## src/rtl/sample_player_pkg.sv

```systemverilog
// sample_player_pkg
// Shared definitions for the sample player: FSM state encodings and the
// bit positions of the fields inside a 32-bit sample word
// {r[7:0], g[7:0], b[7:0], 7'b0, hsync}.
package sample_player_pkg;

    typedef enum logic [2:0] {
        ST_IDLE    = 3'd0,
        ST_PREFILL = 3'd1,
        ST_VBLANK  = 3'd2,
        ST_PLAY    = 3'd3,
        ST_DONE    = 3'd4
    } state_e;

    localparam int WORD_W    = 32;
    localparam int R_MSB     = 31;
    localparam int G_MSB     = 23;
    localparam int B_MSB     = 15;
    localparam int HSYNC_BIT = 0;

endpackage

```

## src/rtl/sample_player_if.sv

```systemverilog
// sample_player_if
// RAM request/response port between the sample player (master) and the
// shared SDRAM arbiter (slave).
//   addr      RAM word address
//   rw        0 = read
//   data_in   write data (unused by a reader)
//   in_valid  request strobe
//   busy      RAM cannot accept a request this cycle
//   out_valid read data valid
//   data_out  read data
interface sample_player_if
    import sample_player_pkg::*;
#(
    parameter int ADDR_W = 23
);
    logic [ADDR_W-1:0] addr;
    logic              rw;
    logic [WORD_W-1:0] data_in;
    logic              in_valid;
    logic              busy;
    logic              out_valid;
    logic [WORD_W-1:0] data_out;

    modport master (
        output addr, rw, data_in, in_valid,
        input  busy, out_valid, data_out
    );

    modport slave (
        input  addr, rw, data_in, in_valid,
        output busy, out_valid, data_out
    );
endinterface

```

## src/rtl/sample_fifo.sv

```systemverilog
// sample_fifo
// Synchronous show-ahead FIFO holding prefetched sample words.
//   clk, rst  clock, asynchronous active-high reset
//   clear_i   empty the FIFO
//   push_i    write wdata_i (ignored when full unless popping the same cycle)
//   pop_i     drop the head word (ignored when empty)
//   rdata_o   head word, valid while empty_o is low
//   count_o   number of stored words
//   empty_o   FIFO holds no words
module sample_fifo
    import sample_player_pkg::*;
#(
    parameter int DEPTH = 8,
    parameter int WIDTH = WORD_W,
    localparam int AW   = $clog2(DEPTH),
    localparam int CW   = AW + 1
) (
    input  logic             clk,
    input  logic             rst,
    input  logic             clear_i,
    input  logic             push_i,
    input  logic [WIDTH-1:0] wdata_i,
    input  logic             pop_i,
    output logic [WIDTH-1:0] rdata_o,
    output logic [CW-1:0]    count_o,
    output logic             empty_o
);
    logic [WIDTH-1:0] mem_q [DEPTH];
    logic [AW-1:0]    wr_ptr_q, rd_ptr_q;
    logic [CW-1:0]    count_q;
    logic             full, do_push, do_pop;

    assign full    = (count_q == CW'(DEPTH));
    assign empty_o = (count_q == '0);
    assign count_o = count_q;
    assign rdata_o = mem_q[rd_ptr_q];
    assign do_pop  = pop_i & ~empty_o;
    // A full FIFO may accept a word only when the head leaves on the same cycle.
    assign do_push = push_i & (~full | do_pop);

    always_ff @(posedge clk or posedge rst) begin
        if (rst) begin
            wr_ptr_q <= '0;
            rd_ptr_q <= '0;
            count_q  <= '0;
        end else if (clear_i) begin
            wr_ptr_q <= '0;
            rd_ptr_q <= '0;
            count_q  <= '0;
        end else begin
            if (do_push) wr_ptr_q <= wr_ptr_q + 1'b1;
            if (do_pop)  rd_ptr_q <= rd_ptr_q + 1'b1;
            case ({do_push, do_pop})
                2'b10:   count_q <= count_q + 1'b1;
                2'b01:   count_q <= count_q - 1'b1;
                default: count_q <= count_q;
            endcase
        end
    end

    always_ff @(posedge clk) begin
        if (do_push) mem_q[wr_ptr_q] <= wdata_i;
    end
endmodule

```

## src/rtl/sample_player.sv

```systemverilog
// sample_player
// Reads sample words 0..last_addr from SDRAM and regenerates pixel_clock,
// RGB, hsync and vsync from them.
// Optional feature macro: SAMPLE_PLAYER_LOOP_EN (honour loop_i; otherwise
// every frame ends in DONE).
//   clk, rst        clock, asynchronous active-high reset
//   start_i         level; registered rising edge starts playback
//   last_addr_i     inclusive final word address, captured on start
//   loop_i          replay the frame continuously
//   ram             RAM master port (read-only use)
//   pixel_clock_o   regenerated pixel clock
//   r_o, g_o, b_o   pixel colour
//   hsync_o         sample bit 0
//   vsync_o         high while a frame plays
//   state_o         current FSM state
//   underrun_o      sticky: FIFO empty when a pixel was due
//
// state   | meaning
// IDLE    | waiting for start edge after reset
// PREFILL | fetching words until FIFO full or frame fully fetched
// VBLANK  | vsync low for VBLANK_CYCLES, fetch continues
// PLAY    | one word per pixel period, fetch continues
// DONE    | frame finished, waiting for start edge
module sample_player
    import sample_player_pkg::*;
#(
    parameter int ADDR_W        = 23,
    parameter int CLK_DIV       = 4,
    parameter int FIFO_DEPTH    = 8,
    parameter int VBLANK_CYCLES = 1024
) (
    input  logic              clk,
    input  logic              rst,
    input  logic              start_i,
    input  logic [ADDR_W-1:0] last_addr_i,
    input  logic              loop_i,
    sample_player_if.master   ram,
    output logic              pixel_clock_o,
    output logic [7:0]        r_o,
    output logic [7:0]        g_o,
    output logic [7:0]        b_o,
    output logic              hsync_o,
    output logic              vsync_o,
    output logic [2:0]        state_o,
    output logic              underrun_o
);
    localparam int DW  = $clog2(CLK_DIV);
    localparam int VW  = $clog2(VBLANK_CYCLES + 1);
    localparam int FCW = $clog2(FIFO_DEPTH) + 1;

    state_e            state_q, state_d;
    logic [ADDR_W-1:0] rd_addr_q, rd_addr_d, last_addr_q, last_addr_d;
    logic [ADDR_W-1:0] pop_addr_q, pop_addr_d;
    logic              fetch_done_q, fetch_done_d, outstanding_q, outstanding_d;
    logic              last_popped_q, last_popped_d;
    logic [DW-1:0]     div_q, div_d;
    logic [VW-1:0]     vtmr_q, vtmr_d;
    logic              pix_clk_q, pix_clk_d, hsync_q, hsync_d;
    logic [7:0]        r_q, r_d, g_q, g_d, b_q, b_d;
    logic              underrun_q, underrun_d;
    logic              start_q, start_prev_q, start_edge;
    logic              loop_en, active, issue;
    logic              fifo_clear, fifo_push, fifo_pop, fifo_empty;
    logic [WORD_W-1:0] fifo_rdata;
    logic [FCW-1:0]    fifo_count;
    logic              unused_pad;

`ifdef SAMPLE_PLAYER_LOOP_EN
    assign loop_en = loop_i;
`else
    logic unused_loop;
    assign unused_loop = loop_i;
    assign loop_en     = 1'b0;
`endif

    // Padding bits between b and hsync carry no information.
    assign unused_pad = ^fifo_rdata[HSYNC_BIT+7:HSYNC_BIT+1];

    assign start_edge = start_q & ~start_prev_q;
    assign active     = (state_q == ST_PREFILL) || (state_q == ST_VBLANK) || (state_q == ST_PLAY);
    // Only one read in flight, so count < depth guarantees room for its data.
    assign issue      = active && !ram.busy && !outstanding_q && !fetch_done_q
                        && (fifo_count < FCW'(FIFO_DEPTH));
    assign fifo_push  = ram.out_valid && outstanding_q;

    assign ram.addr     = rd_addr_q;
    assign ram.rw       = 1'b0;
    assign ram.data_in  = '0;
    assign ram.in_valid = issue;

    assign pixel_clock_o = pix_clk_q;
    assign r_o           = r_q;
    assign g_o           = g_q;
    assign b_o           = b_q;
    assign hsync_o       = hsync_q;
    assign vsync_o       = (state_q == ST_IDLE) || (state_q == ST_PREFILL) || (state_q == ST_PLAY);
    assign state_o       = state_q;
    assign underrun_o    = underrun_q;

    sample_fifo #(.DEPTH(FIFO_DEPTH), .WIDTH(WORD_W)) u_fifo (
        .clk     (clk),
        .rst     (rst),
        .clear_i (fifo_clear),
        .push_i  (fifo_push),
        .wdata_i (ram.data_out),
        .pop_i   (fifo_pop),
        .rdata_o (fifo_rdata),
        .count_o (fifo_count),
        .empty_o (fifo_empty)
    );

    always_comb begin
        state_d       = state_q;
        rd_addr_d     = rd_addr_q;
        last_addr_d   = last_addr_q;
        pop_addr_d    = pop_addr_q;
        fetch_done_d  = fetch_done_q;
        outstanding_d = outstanding_q;
        last_popped_d = last_popped_q;
        div_d         = div_q;
        vtmr_d        = vtmr_q;
        pix_clk_d     = pix_clk_q;
        r_d           = r_q;
        g_d           = g_q;
        b_d           = b_q;
        hsync_d       = hsync_q;
        underrun_d    = underrun_q;
        fifo_clear    = 1'b0;
        fifo_pop      = 1'b0;

        if (issue) begin
            outstanding_d = 1'b1;
            // Park on the final address so an all-ones frame never wraps to 0.
            if (rd_addr_q == last_addr_q) fetch_done_d = 1'b1;
            else                          rd_addr_d    = rd_addr_q + 1'b1;
        end
        if (fifo_push) outstanding_d = 1'b0;

        case (state_q)
            ST_IDLE, ST_DONE: begin
                if (start_edge) begin
                    last_addr_d   = last_addr_i;
                    rd_addr_d     = '0;
                    pop_addr_d    = '0;
                    fetch_done_d  = 1'b0;
                    outstanding_d = 1'b0;
                    last_popped_d = 1'b0;
                    underrun_d    = 1'b0;
                    fifo_clear    = 1'b1;
                    state_d       = ST_PREFILL;
                end
            end
            ST_PREFILL: begin
                if ((fifo_count == FCW'(FIFO_DEPTH)) || (fetch_done_q && !outstanding_q)) begin
                    vtmr_d  = VW'(VBLANK_CYCLES - 1);
                    state_d = ST_VBLANK;
                end
            end
            ST_VBLANK: begin
                if (vtmr_q == '0) begin
                    div_d     = '0;
                    pix_clk_d = 1'b0;
                    state_d   = ST_PLAY;
                end else begin
                    vtmr_d = vtmr_q - 1'b1;
                end
            end
            ST_PLAY: begin
                if (div_q == '0) begin
                    // Hold at d=0 with the clock low until a word is available.
                    if (!fifo_empty) begin
                        fifo_pop   = 1'b1;
                        r_d        = fifo_rdata[R_MSB -: 8];
                        g_d        = fifo_rdata[G_MSB -: 8];
                        b_d        = fifo_rdata[B_MSB -: 8];
                        hsync_d    = fifo_rdata[HSYNC_BIT];
                        pix_clk_d  = 1'b1;
                        div_d      = DW'(1);
                        pop_addr_d = pop_addr_q + 1'b1;
                        if (pop_addr_q == last_addr_q) last_popped_d = 1'b1;
                    end else begin
                        underrun_d = 1'b1;
                    end
                end else begin
                    if (div_q == DW'(CLK_DIV / 2)) pix_clk_d = 1'b0;
                    if (div_q == DW'(CLK_DIV - 1)) begin
                        div_d = '0;
                        if (last_popped_q) begin
                            if (loop_en) begin
                                rd_addr_d     = '0;
                                pop_addr_d    = '0;
                                fetch_done_d  = 1'b0;
                                last_popped_d = 1'b0;
                                state_d       = ST_PREFILL;
                            end else begin
                                state_d = ST_DONE;
                            end
                        end
                    end else begin
                        div_d = div_q + 1'b1;
                    end
                end
            end
            default: state_d = ST_IDLE;
        endcase
    end

    always_ff @(posedge clk or posedge rst) begin
        if (rst) begin
            start_q       <= 1'b0;
            start_prev_q  <= 1'b0;
            state_q       <= ST_IDLE;
            rd_addr_q     <= '0;
            last_addr_q   <= '0;
            pop_addr_q    <= '0;
            fetch_done_q  <= 1'b0;
            outstanding_q <= 1'b0;
            last_popped_q <= 1'b0;
            div_q         <= '0;
            vtmr_q        <= '0;
            pix_clk_q     <= 1'b0;
            r_q           <= '0;
            g_q           <= '0;
            b_q           <= '0;
            hsync_q       <= 1'b0;
            underrun_q    <= 1'b0;
        end else begin
            start_q       <= start_i;
            start_prev_q  <= start_q;
            state_q       <= state_d;
            rd_addr_q     <= rd_addr_d;
            last_addr_q   <= last_addr_d;
            pop_addr_q    <= pop_addr_d;
            fetch_done_q  <= fetch_done_d;
            outstanding_q <= outstanding_d;
            last_popped_q <= last_popped_d;
            div_q         <= div_d;
            vtmr_q        <= vtmr_d;
            pix_clk_q     <= pix_clk_d;
            r_q           <= r_d;
            g_q           <= g_d;
            b_q           <= b_d;
            hsync_q       <= hsync_d;
            underrun_q    <= underrun_d;
        end
    end
endmodule

```

## src/flat_wrapper.sv

```systemverilog
// flat-port wrapper written by rule: the top's interface ports become plain ports
module sample_player_flat import sample_player_pkg::*;
#(
    parameter int ADDR_W        = 23,
    parameter int CLK_DIV       = 4,
    parameter int FIFO_DEPTH    = 8,
    parameter int VBLANK_CYCLES = 1024
)
  (clk, rst, start_i, last_addr_i, loop_i, pixel_clock_o, r_o, g_o, b_o, hsync_o, vsync_o, state_o, underrun_o, ram_addr, ram_rw, ram_data_in, ram_in_valid, ram_busy, ram_out_valid, ram_data_out);
  sample_player_if #(.ADDR_W(ADDR_W)) ram_i ();
  input  logic clk;
  input  logic rst;
  input  logic start_i;
  input  logic [ADDR_W-1:0] last_addr_i;
  input  logic loop_i;
  output logic pixel_clock_o;
  output logic [7:0] r_o;
  output logic [7:0] g_o;
  output logic [7:0] b_o;
  output logic hsync_o;
  output logic vsync_o;
  output logic [2:0] state_o;
  output logic underrun_o;
  output wire logic [$bits(ram_i.addr)-1:0] ram_addr;
  output wire logic [$bits(ram_i.rw)-1:0] ram_rw;
  output wire logic [$bits(ram_i.data_in)-1:0] ram_data_in;
  output wire logic [$bits(ram_i.in_valid)-1:0] ram_in_valid;
  input wire logic [$bits(ram_i.busy)-1:0] ram_busy;
  input wire logic [$bits(ram_i.out_valid)-1:0] ram_out_valid;
  input wire logic [$bits(ram_i.data_out)-1:0] ram_data_out;
  assign ram_addr = ram_i.addr;
  assign ram_rw = ram_i.rw;
  assign ram_data_in = ram_i.data_in;
  assign ram_in_valid = ram_i.in_valid;
  assign ram_i.busy = ram_busy;
  assign ram_i.out_valid = ram_out_valid;
  assign ram_i.data_out = ram_data_out;
  sample_player #(.ADDR_W(ADDR_W), .CLK_DIV(CLK_DIV), .FIFO_DEPTH(FIFO_DEPTH), .VBLANK_CYCLES(VBLANK_CYCLES)) u_core (.clk(clk), .rst(rst), .start_i(start_i), .last_addr_i(last_addr_i), .loop_i(loop_i), .ram(ram_i), .pixel_clock_o(pixel_clock_o), .r_o(r_o), .g_o(g_o), .b_o(b_o), .hsync_o(hsync_o), .vsync_o(vsync_o), .state_o(state_o), .underrun_o(underrun_o));
endmodule
```

## config.mk

```make
export PLATFORM = sky130hd
export DESIGN_NAME = sample_player_flat
export DESIGN_NICKNAME = d
export VERILOG_FILES = /design/src/rtl/sample_player_pkg.sv /design/src/rtl/sample_player_if.sv /design/src/rtl/sample_fifo.sv /design/src/rtl/sample_player.sv /design/src/flat_wrapper.sv
export SDC_FILE = /design/constraint.sdc
export NUM_CORES = 1
export LEC_CHECK = 0
export ABC_CLOCK_PERIOD_IN_PS = 4500
export CAP_MARGIN = 20
export CELL_PAD_IN_SITES_DETAIL_PLACEMENT = 1
export CELL_PAD_IN_SITES_GLOBAL_PLACEMENT = 1
export CORE_ASPECT_RATIO = 1.5
export CORE_MARGIN = 2
export CORE_UTILIZATION = 47
export CTS_CLUSTER_DIAMETER = 100
export DETAILED_ROUTE_END_ITERATION = 7
export PLACE_DENSITY_LB_ADDON = 0.15
export SYNTH_ARGS = -nofsm -noshare
export SYNTH_HDL_FRONTEND = slang
export SYNTH_SLANG_ARGS = --single-unit
```

## constraint.sdc

```tcl
create_clock -name clk -period 4.5 [get_ports clk]
set_clock_uncertainty 0.05 [all_clocks]
set_input_delay 0.675 -clock clk [delete_from_list [all_inputs] [get_ports clk]]
set_output_delay 0.675 -clock clk [all_outputs]
set_load 0.05 [all_outputs]
```

**Word level (Yosys, flattened, before mapping)**

Memory sizes are Yosys's and may differ from the RTL's. A register that Yosys moved wholly into a read port is not among the register bits.
Index checks and enable logic that the tools add are counted.

- Add/sub/neg operators: 8
- $lt $le $gt $ge: 1
- Equality and inequality tests: 25
- Muxes and demuxes: 59
- Bitwise gates (word level): 7
- Reductions and logical operators: 34

Operators with widths:

| operator | number |
|---|---|
| $mux 23 | 7 |
| $add 23x1->23 const B | 2 |
| $eq 23x23->1 | 2 |
| $pmux 23 s2 | 1 |
| $mux 3 | 10 |
| $mux 1 | 27 |
| $mux 11 | 2 |
| $pmux 11 s2 | 1 |
| $ne 2x2->1 const B | 7 |
| $ne 3x3->1 const B | 4 |
| $pmux 3 s4 | 1 |
| $reduce_and 4->1 | 3 |
| $logic_not 11->1 | 1 |
| $sub 11x1->11 const B | 1 |
| $reduce_bool 2->1 | 5 |
| $reduce_and 3->1 | 3 |
| $mux 2 | 4 |
| $pmux 4 s2 | 1 |
| $add 3x1->3 const B | 2 |
| $eq 2x2->1 const B | 3 |
| $eq 3x2->1 const B | 2 |
| $logic_and 1x1->1 | 6 |
| $ne 2x1->1 const B | 3 |
| $pmux 1 s2 | 3 |
| other kinds (23) | 33 |

- Register bits: 102
- Bits in writable memories: 256
- Bits of input ports: 61
- Output and inout bits: 88
- Logic and storage cells: 151
- Memories: 1

Memories:

| memory | depth | width | read ports | clocked after Yosys merged registers in | write ports | RTL line | RTL |
|---|---|---|---|---|---|---|---|
| u_core.u_fifo.mem_q | 8 | 32 | 1 | 1 | 1 | sample_fifo.sv:28 | `logic [WIDTH-1:0] mem_q [DEPTH];` |

**Longest topological paths before layout**

Gate-level depths: netlist of run 1.

- Depth after elaboration: 11
- Depth in mapped cells: 11
- Depth with buffers taken out: 11

**Modules after synthesis**

From an unflattened synthesis of run 1, not the netlist that was laid out.

- Cell total of the unflattened synthesis: 1084
- Area, all modules: 16485.8 sq um

By module, submodules not included:

| module | times used | cells an instance | area each (sq um) | seq. area each (sq um) |
|---|---|---|---|---|
| sample_fifo | 1 | 446 | 10327.4 | 7937.6 |
| sample_player | 1 | 638 | 6158.4 | 2927.8 |

**Worst setup path before layout of run 1**

No wires, ideal clock.

- Path type: register -> register
- Start point: reg u_core.state_q[0], in the netlist u_core.state_o[0]
- End point: mem u_core.u_fifo.mem_q[2][0] (netlist bit) (enable)
- Library setup time: 0.444 ns
- Data arrival time: 3.638 ns
- Required time: 4.006 ns
- Setup slack: 0.368 ns
- Cell stages (with the launch flop): 6
- Path buffers: 1
- Path through: dfrtp_1 clkbuf_1 nand4b_1 a21oi_1 nand2b_1 nor3b_1

- Word-level cells in the longest chain between the ends: 7

RTL lines:

| item | RTL line | RTL |
|---|---|---|
| start, declared | sample_player.sv:51 | `state_e state_q, state_d;` |
| start signal, assigned | sample_player.sv:230 | `state_q <= state_d;` |
| $eq 3x2->1 | sample_player.sv:139 | `case (state_q)` |
| $mux 1 | sample_player.sv:139 |  |
| $and 1x1->1 | sample_fifo.sv:37 | `assign do_pop = pop_i & ~empty_o;` |
| $or 1x1->1 | sample_fifo.sv:39 | `assign do_push = push_i & (~full \| do_pop);` |
| $and 1x1->1 | sample_fifo.sv:39 |  |
| $mux 1 | sample_fifo.sv:62 | `if (do_push) mem_q[wr_ptr_q] <= wdata_i;` |
| $mux 1 (implied by the code) | sample_fifo.sv:62 |  |
| end, declared | sample_fifo.sv:28 |  |

No other way between the ends.

**Worst setup path after layout of run 1**

- Start point: reg u_core.state_q[2], in the netlist u_core.state_o[2]
- End point: out ram_in_valid

- Word-level cells in the longest chain between the ends: 7

RTL lines:

| item | RTL line | RTL |
|---|---|---|
| $eq 3x1->1 or $eq 3x2->1 (tied branches) | sample_player.sv:80 | `assign active = (state_q == ST_PREFILL) \|\| (state_q == ST_VBLANK) \|\| (state_q == ST_PLAY);` |
| $logic_or 1x1->1 | sample_player.sv:80 |  |
| $logic_or 1x1->1 (*) | sample_player.sv:80 |  |
| $logic_and 1x1->1 (*) (3 in series) | sample_player.sv:82 | `assign issue = active && !ram.busy && !outstanding_q && !fetch_done_q` |
| $logic_and 1x1->1 (*) | sample_player.sv:83 | `&& (fifo_count < FCW'(FIFO_DEPTH));` |
| end, declared | flat_wrapper.sv:27 | `output wire logic [$bits(ram_i.in_valid)-1:0] ram_in_valid;` |

Every way passes the cells marked *; elsewhere a longest branch is shown, timed or not.

==> impl_summary.md, run 1 <==
Cells and area
The area of all sequential standard cells is 0.00919 mm^2. The post-synthesis to final-layout area growth is 17.7%. The count of antenna diodes in the layout is 0.

In the layout the commonest cells are sky130_fd_sc_hd__edfxtp_1 (200), sky130_fd_sc_hd__nand2_1 (147), sky130_fd_sc_hd__dfrtp_1 (125), sky130_fd_sc_hd__clkdlybuf4s50_1 (107), sky130_fd_sc_hd__xor2_1 (65). The library cell used most frequently in the layout, excluding fill and tap cells, is sky130_fd_sc_hd__edfxtp_1. Summing all multi-input logic gate instances after layout gives 0.00459 mm^2. The final standard cell utilization of the core is 56.3%. The post-route cell area is 0.0166 mm^2. The fraction of final layout cells with drive strength greater than 1 is 12.3%. The net count reported at finish is 1190. Counting the fill cells in the layout gives 2862.

STA
Setup repair after global routing left no endpoint under its margin. In the finished design, the share of the clock period the worst path needs comes to 81.1%. The number of hold violations in the final report is 0. Setup total negative slack on the finished layout was measured at 0 ns. The highest clock rate is 274 MHz. At the pin with the least slew margin, the transition time is 0.898 ns. Counting I/O delays and the setup requirement, the final critical path takes 3.65 ns. On the final layout, the worst hold slack is 0.353 ns. The final critical-path setup slack is 0.851 ns. The count of pins over their slew limit came to 0. The final-report setup violation count is 0. The worst relative slew slack is 39.8%.

Route
The routed wire length is 32700 um. The starting DRC count in detailed routing is 322. The number of vias per cell is 5.44. After detailed routing, the number of remaining DRC violations is 0. Once detail routing completed, the nets flagged for antenna violations numbered 0. The first TritonRoute pass finished after 4 iterations. The mean routed wirelength per cell is 21.3 um. For this block, the via count after detailed routing is 8363.

Clock network
The number of clock buffers added by TritonCTS is 31. The root cell of the clock tree is sky130_fd_sc_hd__clkbuf_16. The TritonCTS clock tree is built. The clock sink total is 327. The clock-pin slew on the worst setup and hold paths is 0.07 ns. The number of resized instances in the post-cts repair step is 0. The longest clock path from root to sink contains 3 buffers. CTS built an H-tree with a depth of 1.

In this run, post-CTS hold repair placed 0 buffers. The worst-skew pair later-pin latency is 0.57 ns. The post-CTS setup buffer count is 0.

Worst setup path
STA puts the critical path data arrival time at 2.92 ns. The worst setup path is of the register to primary output kind. STA classifies the critical path endpoint as a primary output. Along the worst path, the maximum fanout reaches 16. The data required time at the worst endpoint is 3.77 ns. The origin of the critical flop-to-flop path is u_core.div_q[0]. The endpoint of the worst-slack reg-to-reg timing path is u_core.u_fifo.mem_q[2][15]. The worst register-to-register path has a setup slack of 1.54 ns. The number of cells on the worst reg-to-reg path is 7. The type of element launching the critical path is a register.

Placement
The count of buffers added on input and output ports is 107. The area of placed instances is 0.0155 mm^2. The global placer's final weighted congestion is 0.842.

The worst setup slack after placement is 0.932 ns. The post-detailed-placement half-perimeter wirelength is 21200 um.

Global routing
The number of antenna violations at the first check in global routing was 0. The largest net degree at the start of global routing is 73. The leftover overflow at the end of global routing is 0. Global routing used 21.1% of the available tracks across all layers. The global-route wire length before repair is 51700 um.

The number of global-route vias before repair was 9020.

Yosys
Summed over all instances, the cell type with the most area after synthesis is sky130_fd_sc_hd__edfxtp_1. The synthesized design devotes to its leading area cell type 42.6% of total area. The post-synthesis instance area is 0.0141 mm^2.

Sorting the synthesized cells by area gives the leading types as sky130_fd_sc_hd__edfxtp_1 (43%), sky130_fd_sc_hd__dfrtp_1 (23%), sky130_fd_sc_hd__mux4_2 (8.0%), sky130_fd_sc_hd__xor2_1 (4.0%), sky130_fd_sc_hd__nand2_1 (3.9%). The synthesized instance count is 1006. The Yosys step of the flow raised 0 warnings.

The share of synthesized registers carrying an async set or reset is 38.8%. Sequential elements use 65.1% of the synthesized area. The synthesized area per cell is 14.0 um^2. For this run, the leading register cell type out of synthesis is sky130_fd_sc_hd__edfxtp_1.

The number of enable flip-flop cells after synthesis is 200. In this run, distinct cell masters in the synthesized netlist total 56. In this run, synthesis produced a sequential element count of 327.

Floorplan
The width of the chip is 145 um. The overall die height is 216 um. The count of pins on the block boundary is 149. The area of the placeable core is 0.0295 mm^2.

The initial utilization of the core area, before any placement, comes to 47.8%. The standard-cell row count is 77. The die area is 0.0314 mm^2.

Min path
The class of the tightest hold or removal check is register to register. The worst hold path passes through 0 cells. The hold path startpoint is u_core.start_q. The worst hold path terminates at u_core.start_prev_q.

Run status
The flow ran to the end, and the final reports show no timing, DRC or antenna violations.

Power
VDD sags by at most 0.420 mV. Power spread over the standard cell area amounts to 564 mW/mm^2. The leakage dissipation is 6.21 nW.

Run
The number of max-capacitance violations reported is 0.
## per-layer routing
| metal | global-route usage, % | part of all wire, % | vias to the layer above |
|---|---|---|---|
| met5 | 0 | 0 | - |
| met4 | 7.61 | 3.0 | 0 |
| met3 | 3.12 | 4.1 | 64 |
| met2 | 39.6 | 55 | 174 |
| met1 | 24.2 | 38 | 4274 |
| li1 | - | - | 3851 |
## layout make-up
cell class | count | share of cell area [%]
sequential | 327 | 55.3
multi-input combinational | 618 | 27.7
timing repair buffer | 125 | 7.39
clock buffer | 41 | 4.96
tap | 395 | 2.98
clock inverter | 17 | 1.33
inverter | 14 | 0.354
## kinds of logic (layout without fill, tap and decap cells)
| logic type | count (synthesis) | count (layout) | synth area share, % |
|---|---|---|---|
| XOR/XNOR | 81 | 81 | 5.03 |
| adder cells (fa/ha/maj) | 12 | 12 | 1.06 |
| other | 1 | 33 | 0.0266 |
| AO/OA/AOI/OAI | 95 | 95 | 4.00 |
| multiplexers | 84 | 84 | 10.4 |
| flip-flops | 327 | 327 | 65.1 |
| AND/OR/NAND/NOR | 313 | 313 | 10.9 |
| buffers and inverters | 93 | 197 | 3.48 |
## sequential cells by signal, indices dropped and copies added, names as in the netlist, 2 cells and up
name,cells
u_core.u_fifo.mem_q,200
u_core.div_q,2
u_core.r_o,8
u_core.vtmr_q,11
u_core.u_fifo.wr_ptr_q,3
u_core.u_fifo.count_o,4
u_core.ram.addr,23
u_core.b_o,8
u_core.u_fifo.rd_ptr_q,3
u_core.g_o,8
u_core.state_o,3
u_core.last_addr_q,23
u_core.pop_addr_q,23
## worst max-delay path: stages, from the launching register on
cell and delay (ns):
sky130_fd_sc_hd__dfrtp_1 0.54, sky130_fd_sc_hd__or4_1 0.57, sky130_fd_sc_hd__or3_4 0.36, sky130_fd_sc_hd__clkinv_2 0.08
sky130_fd_sc_hd__clkdlybuf4s50_1 0.80
## synthesized netlist by cell type, drive strengths merged (2+ instances only)
| cell type | count |
|---|---|
| xor2 | 65 |
| o31ai | 8 |
| inv | 13 |
| nor2 | 46 |
| nor4 | 19 |
| mux4 | 50 |
| and4b | 2 |
| or4 | 10 |
| and4 | 6 |
| a31oi | 2 |
| o21a | 3 |
| or3 | 6 |
| edfxtp | 200 |
| mux2i | 33 |
| nand2b | 7 |
| nand2 | 147 |
| xnor2 | 16 |
| nand3b | 2 |
| and2 | 4 |
| o211ai | 5 |
| nand4 | 13 |
| nor2b | 3 |
| dfrtp | 127 |
| nand4b | 3 |
| nor3b | 4 |
| buf | 49 |
| clkbuf | 30 |
| a21oi | 22 |
| and3 | 8 |
| a22o | 3 |
| o21ai | 46 |
| nand3 | 18 |
| ha | 12 |
| nor3 | 10 |
| o31a | 3 |
## power by group
part / internal [mW] / switching, mW
Combinational: 1.04 / 1.50
Clock: 1.57 / 1.12
Sequential: 3.61 / 0.519
Total: 6.22 / 3.14
## worst max path at each step
stage | from | endpoint | slack, ns | cells after the start
CTS | u_core.state_o[2] | ram_in_valid | 0.82 | 4
finish | u_core.state_o[2] | ram_in_valid | 0.85 | 4
global route | u_core.state_o[2] | ram_in_valid | 0.76 | 4
detailed placement | ram_busy | ram_in_valid | 0.93 | 5
global placement | ram_busy | ram_in_valid | 0.92 | 5
floorplan | u_core.state_o[0] | u_core.u_fifo.mem_q[2][0] | 0.37 | 5
## stage by stage
stage                     cells  total power [mW]
final                      1537              9.36
after detailed placement   1478              6.75
after global placement     1478              6.67
after CTS                  1536              9.48
after floorplan            1038              5.90
after global routing       1537              9.83
Power figures use the tool's default switching activity.
==> run 2: changes to the inputs <==
Settings changed: ABC_CLOCK_PERIOD_IN_PS 4500 to 3110, CORE_UTILIZATION 47 to 42.
Clock period 4.5 ns to 3.11 ns, I/O delays scaled along.
==> impl_summary.md, run 2 (synthesis gave the netlist of run 1 again) <==
Cells and area
The library cells used most frequently in the layout, excluding fill and tap cells, are sky130_fd_sc_hd__edfxtp_1 (200), sky130_fd_sc_hd__nand2_1 (147), sky130_fd_sc_hd__dfrtp_1 (125), sky130_fd_sc_hd__clkdlybuf4s50_1 (106), sky130_fd_sc_hd__xor2_1 (65). The count of antenna diodes in the layout is 0 (unchanged). The net count reported at finish was 1215 (+2.1%). The layout filler cell count is 3319 (+16%).

The largest register by flop count is u_core.u_fifo.mem_q. The area growth from synthesis to layout is 20.4%. The final standard cell utilization of the core is 51.1% (-5.2 points). Leaving out fill and tap cells, the most frequent cell in the layout is sky130_fd_sc_hd__edfxtp_1. The number of flip-flops under the largest register name was 200 (unchanged). The fraction of final layout cells with drive strength greater than 1 is 13.9% (+1.6 points).

STA
The count of pins over their slew limit is 0 (unchanged). The actual transition at the worst max-transition pin is 0.915 ns (+0.0164 ns). The final-report setup violation count is 0 (unchanged). The worst relative slew slack came to 39.0% (-0.78 points). The worst path uses 87.5% of the clock period. The final critical-path setup slack is 0.390 ns (-0.461 ns). The number of hold violations in the final report was 0 (unchanged).

Static timing analysis puts the maximum clock frequency at 368 MHz. Setup repair after global routing left no endpoint under its margin. The routed design could run at a clock period as short as 2.72 ns.

Route
The remaining antenna violation count after routing is 0 (unchanged). The mean routed wirelength per cell was 20.7 um (-2.7%). The final routed DRC violation total was 0 (unchanged). The routed wire length came to 32900 um (+0.51%). The number of detailed-route iterations in the first pass came to 6 (+2).

The via count is 8465 (+1.2%). The starting DRC count in detailed routing is 346 (+7.5%). The number of vias per cell was 5.33 (-2.0%).

Power
The worst-case vdd ir drop is 0.580 mV (+38%). The total power per unit cell area is 806 mW/mm^2 (+43%). The leakage dissipation is 6.36 nW (+2.3%).

Clock network
The post-CTS setup buffer count is 0 (unchanged). The number of buffers between clock root and the deepest sink came to 3 (unchanged). The number of buffers added to fix hold violations after cts is 0 (unchanged).

TritonCTS built the clock tree. The worst-skew pair later-pin latency is 0.53 ns (-0.04 ns). The clock sink total is 327 (unchanged). The clock-pin slew on the worst setup and hold paths is 0.06 ns (about the same).

CTS placed an instance of sky130_fd_sc_hd__clkbuf_16 at the clock tree root. The total CTS buffers was 34 (+9.7%). The maximum level of the CTS H-tree came to 2 (+1). The number of resized instances in the post-cts repair step came to 0 (unchanged).

Floorplan
The initial core utilization is 42.4% (-5.4 points). The count of pins on the block boundary came to 149 (unchanged). The width of the chip is 154 um (+5.6%).

The die area is 0.0351 mm^2 (+12%). The overall die height is 228 um (+5.7%). The area of the placeable core is 0.0332 mm^2 (+13%). The standard-cell row count is 82 (+6.5%).

Worst setup path
By startpoint and endpoint, the worst setup path is classified as register to primary output. The largest fanout on the critical path is 11 (-5). The biggest cell delay along the critical path is 0.81 ns (about the same).

The signal on the critical path passes through inv_1, a21oi_1, clkdlybuf4s50_1. The data arrival time of the critical path was 2.20 ns (-0.72 ns). The kind of end point of the critical path is a primary output. The origin of the critical flop-to-flop path is u_core.div_q[0]. STA classifies the critical path startpoint as a register. The slowest stage of the critical path is the sky130_fd_sc_hd__clkdlybuf4s50_1 cell. The endpoint identified for the worst register-to-register timing path is u_core.u_fifo.mem_q[2][15]. The minimum setup slack among reg-to-reg paths is 0.45 ns (-1.09 ns). The number of cells on the worst reg-to-reg path is 7 (unchanged). The data required time at the worst endpoint is 2.59 ns (-1.18 ns).

Placement
The post-detailed-placement half-perimeter wirelength is 21700 um (+2.2%). The count of input and output buffers is 107 (unchanged). The worst setup slack after placement is 0.0648 ns (-0.867 ns).

The global placer's final weighted congestion is 0.765 (-9.1%).

Min path
The class of the tightest hold or removal check is input pin to asynchronous set/reset pin.

Global routing
The number of antenna violations at the first check in global routing came to 1 (+1). The number of global-route vias before repair was 9143 (+1.4%). The global-route wire length before repair is 52500 um (+1.6%). The largest net degree at the start of global routing was 70 (-4.1%). The leftover overflow at the end of global routing came to 0 (unchanged). The total routing usage reported by global routing is 19.2% (-1.9 points).

Run status
The run finished with clean final reports.

Run
The number of max-capacitance violations reported is 0 (unchanged).
==> run 2: area by class of cell <==
class | instances | area (um^2) | share of cell area, %
multi-input cells | 618 | 4630 | 27.3
well taps | 420 | 526 | 3.10
clock inverters | 13 | 113 | 0.663
inverters | 14 | 57.6 | 0.339
repair buffers | 147 | 1530 | 9.02
flip-flops and latches | 327 | 9190 | 54.1
clock buffers | 48 | 933 | 5.50
==> run 2: stage by stage <==
step           hold WS [ns]  power (mW)  cells  setup TNS (ns)  instance area (um^2)
2_1_floorplan         0.317        8.57   1038          -0.687                 14300
3_3_place_gp          0.341        9.88   1526               0                 15900
3_5_place_dp          0.337        9.98   1526               0                 15900
4_1_cts               0.342        13.9   1587               0                 17000
5_1_grt               0.366        14.4   1587               0                 17000
6_report              0.349        13.7   1587               0                 17000
==> run 2: critical path: cells and delay by family (launching register included) <==
family	cells	cell delay, ns
compound gates	1	0.16
buf+inv	2	0.98
flops	1	0.54
==> run 2: power breakdown <==
group | total [mW] | leakage [nW] | internal, mW | switching (mW)
clock network | 3.87 | 0.512 | 2.20 | 1.67
registers | 5.90 | 3.43 | 5.22 | 0.677
logic | 3.92 | 2.41 | 1.61 | 2.31
==> run 2: worst max-delay path by stage <==
stage / startpoint / to / slack, ns / depth (start not counted)
after floorplan: u_core.state_o[0] / u_core.u_fifo.mem_q[3][0] / -0.02 / 4
after global placement: ram_busy / u_core.ram.addr[17] / 0.11 / 7
after detailed placement: ram_busy / u_core.ram.addr[13] / 0.06 / 7
after CTS: u_core.state_o[0] / vsync_o / 0.32 / 3
after global routing: u_core.div_q[0] / u_core.u_fifo.mem_q[2][15] / 0.22 / 7
final: u_core.state_o[0] / vsync_o / 0.39 / 3
==> run 2: routing by layer <==
layer	vias to the layer above	share of wire, %	global-route usage [%]
met1	4327	41	23.2
met2	170	53	34.6
li1	3905	-	-
met3	61	3.6	3.32
met4	2	2.7	6.31
met5	-	0.040	0
==> run 3: changes to the inputs <==
Settings changed: RECOVER_POWER set to 25.
==> impl_summary.md, run 3 (synthesis gave the netlist of run 1 again) <==
Clock network
The number of buffers between clock root and the deepest sink is 3 (unchanged). The maximum level of the CTS H-tree came to 2 (unchanged). The clock-pin slew on the worst setup and hold paths is 0.06 ns (about the same). The number of buffers added to fix hold violations after cts is 0 (unchanged). The clock sink total is 327 (unchanged). The root cell of the clock tree is sky130_fd_sc_hd__clkbuf_16. The post-CTS setup buffer count is 0 (unchanged). The worst-skew pair later-pin latency was 0.53 ns (about the same). The total CTS buffers is 34 (unchanged). The number of resized instances in the post-cts repair step is 0 (unchanged). TritonCTS built the clock tree.

Route
The via count was 8476 (+0.13%). The remaining antenna violation count after routing is 0 (unchanged). The number of vias per cell came to 5.34 (+0.13%).

The final routed DRC violation total came to 0 (unchanged). The number of detailed-route iterations in the first pass is 6 (unchanged). The starting DRC count in detailed routing is 339 (-2.0%).

The routed wire length is 32900 um (about the same). The mean routed wirelength per cell is 20.7 um (about the same).

Cells and area
The post-synthesis to final-layout area growth is 20.4% (unchanged). The fraction of final layout cells with drive strength greater than 1 came to 13.9% (unchanged). The count of antenna diodes in the layout is 0 (unchanged). The top cell types in the final layout, fill and taps aside, are sky130_fd_sc_hd__edfxtp_1 (200), sky130_fd_sc_hd__nand2_1 (147), sky130_fd_sc_hd__dfrtp_1 (125), sky130_fd_sc_hd__clkdlybuf4s50_1 (82), sky130_fd_sc_hd__xor2_1 (65).

The post-route cell area was 0.0170 mm^2 (unchanged). The library cell used most frequently in the layout, excluding fill and tap cells, is sky130_fd_sc_hd__edfxtp_1. The number of flip-flops under the largest register name was 200 (unchanged). The net count reported at finish came to 1215 (unchanged).

The final standard cell utilization of the core is 51.1% (unchanged). The largest register by flop count is u_core.u_fifo.mem_q.

Placement
The area of placed instances is 0.0159 mm^2 (unchanged). The post-detailed-placement half-perimeter wirelength is 21700 um (unchanged). The count of input and output buffers is 107 (unchanged). The worst setup slack after placement came to 0.0648 ns (unchanged). The global placer's final weighted congestion is 0.765 (unchanged).

Global routing
The number of global-route vias before repair is 9143 (unchanged). The total routing usage reported by global routing is 19.2% (unchanged). The number of antenna violations at the first check in global routing is 3 (+2). The largest net degree at the start of global routing was 70 (unchanged). The global-route wire length before repair is 52500 um (unchanged).

The leftover overflow at the end of global routing came to 0 (unchanged).

Run status
The run finished with clean final reports.

Worst setup path
The kind of end point of the critical path is a primary output. The biggest cell delay along the critical path came to 0.81 ns (about the same). The largest fanout on the critical path is 11 (unchanged). The data arrival time of the critical path is 2.20 ns (about the same).

The data required time at the worst endpoint is 2.59 ns (about the same). The class of the most critical setup path is register to primary output. STA classifies the critical path startpoint as a register. The critical path goes through inv_1, a21oi_1, clkdlybuf4s50_1.

The slowest library cell on the worst path is sky130_fd_sc_hd__clkdlybuf4s50_1.

STA
The worst relative slew slack was 39.0% (unchanged). The count of pins over their slew limit is 0 (unchanged). The highest clock rate is 368 MHz (about the same). The final-report setup violation count came to 0 (unchanged). Setup repair after global routing left no endpoint under its margin.

The actual transition at the worst max-transition pin is 0.915 ns (unchanged). The number of hold violations in the final report is 0 (unchanged). The final critical-path setup slack is 0.389 ns (-0.000352 ns). The portion of the clock cycle consumed by the worst path in the final layout came to 87.5% (about the same). The minimum clock period after layout is 2.72 ns (+0.000352 ns).

Floorplan
The count of pins on the block boundary came to 149 (unchanged). The die area is 0.0351 mm^2 (unchanged). The initial core utilization is 42.4% (unchanged).

The area of the placeable core is 0.0332 mm^2 (unchanged). The width of the chip is 154 um (unchanged). The standard-cell row count is 82 (unchanged). The overall die height is 228 um (unchanged).

Power
The leakage dissipation is 6.36 nW (about the same). The worst-case vdd ir drop was 0.580 mV (+0.10%). The total power per unit cell area came to 805 mW/mm^2 (about the same).

Min path
The class of the tightest hold or removal check is input pin to asynchronous set/reset pin.

Run
The number of max-capacitance violations reported is 0 (unchanged).
run 3: cell count changes in the layout (fill, tap and decap cells not counted), sizes merged:
cell	previous run	this run
clkdlybuf4s50	106	82
dlygate4sd3	0	24
run 3: area by class of cell:
type	count	area, um^2
fillers	3319	16300
flip-flops and latches	327	9190
multi-input cells	618	4630
repair buffers	147	1530
clock buffers	48	933
well taps	420	526
clock inverters	13	113
inverters	14	57.6
run 3: worst paths after layout:
check,startpoint,to,slack (ns),depth (start not counted)
setup / recovery,u_core.state_o[0],vsync_o,0.39,3
hold / removal,rst,u_core.outstanding_q,0.35,2
setup reg to reg,u_core.div_q[0],u_core.u_fifo.mem_q[2][15],0.46,7
hold reg to reg,u_core.start_q,u_core.start_prev_q,0.35,0
max in group asynchronous,rst,u_core.r_o[5],1.91,3
min in group clk,u_core.start_q,u_core.start_prev_q,0.35,0
run 3: critical path: cells and delay by family (launching register included):
family,cells,cell delay (ns)
buffers and inverters,2,0.98
DFF,1,0.54
AOI/OAI and AO/OA,1,0.16
run 3: metrics by stage:
step                total power [mW]  setup TNS (ns)  hold WS [ns]  std cells
CTS                             13.9               0         0.342       1587
global route                    14.4               0         0.375       1587
finish                          13.7               0         0.349       1587
global placement                9.88               0         0.341       1526
floorplan                       8.57          -0.687         0.317       1038
detailed placement              9.98               0         0.337       1526
run 3: report_power, final:
group / leakage (nW) / internal, mW / switching (mW) / total, mW
Combinational: 2.42 / 1.60 / 2.31 / 3.91
Sequential: 3.43 / 5.22 / 0.677 / 5.90
Clock: 0.512 / 2.20 / 1.67 / 3.87
Total: 6.36 / 9.02 / 4.66 / 13.7
run 3: layer usage:
layer	wire [um]	GRT usage (%)	vias to the layer above
li1	-	-	3905
met1	13300	23.2	4327
met2	17500	34.6	173
met3	1180	3.32	65
met4	883	6.31	6
met5	38	0	-
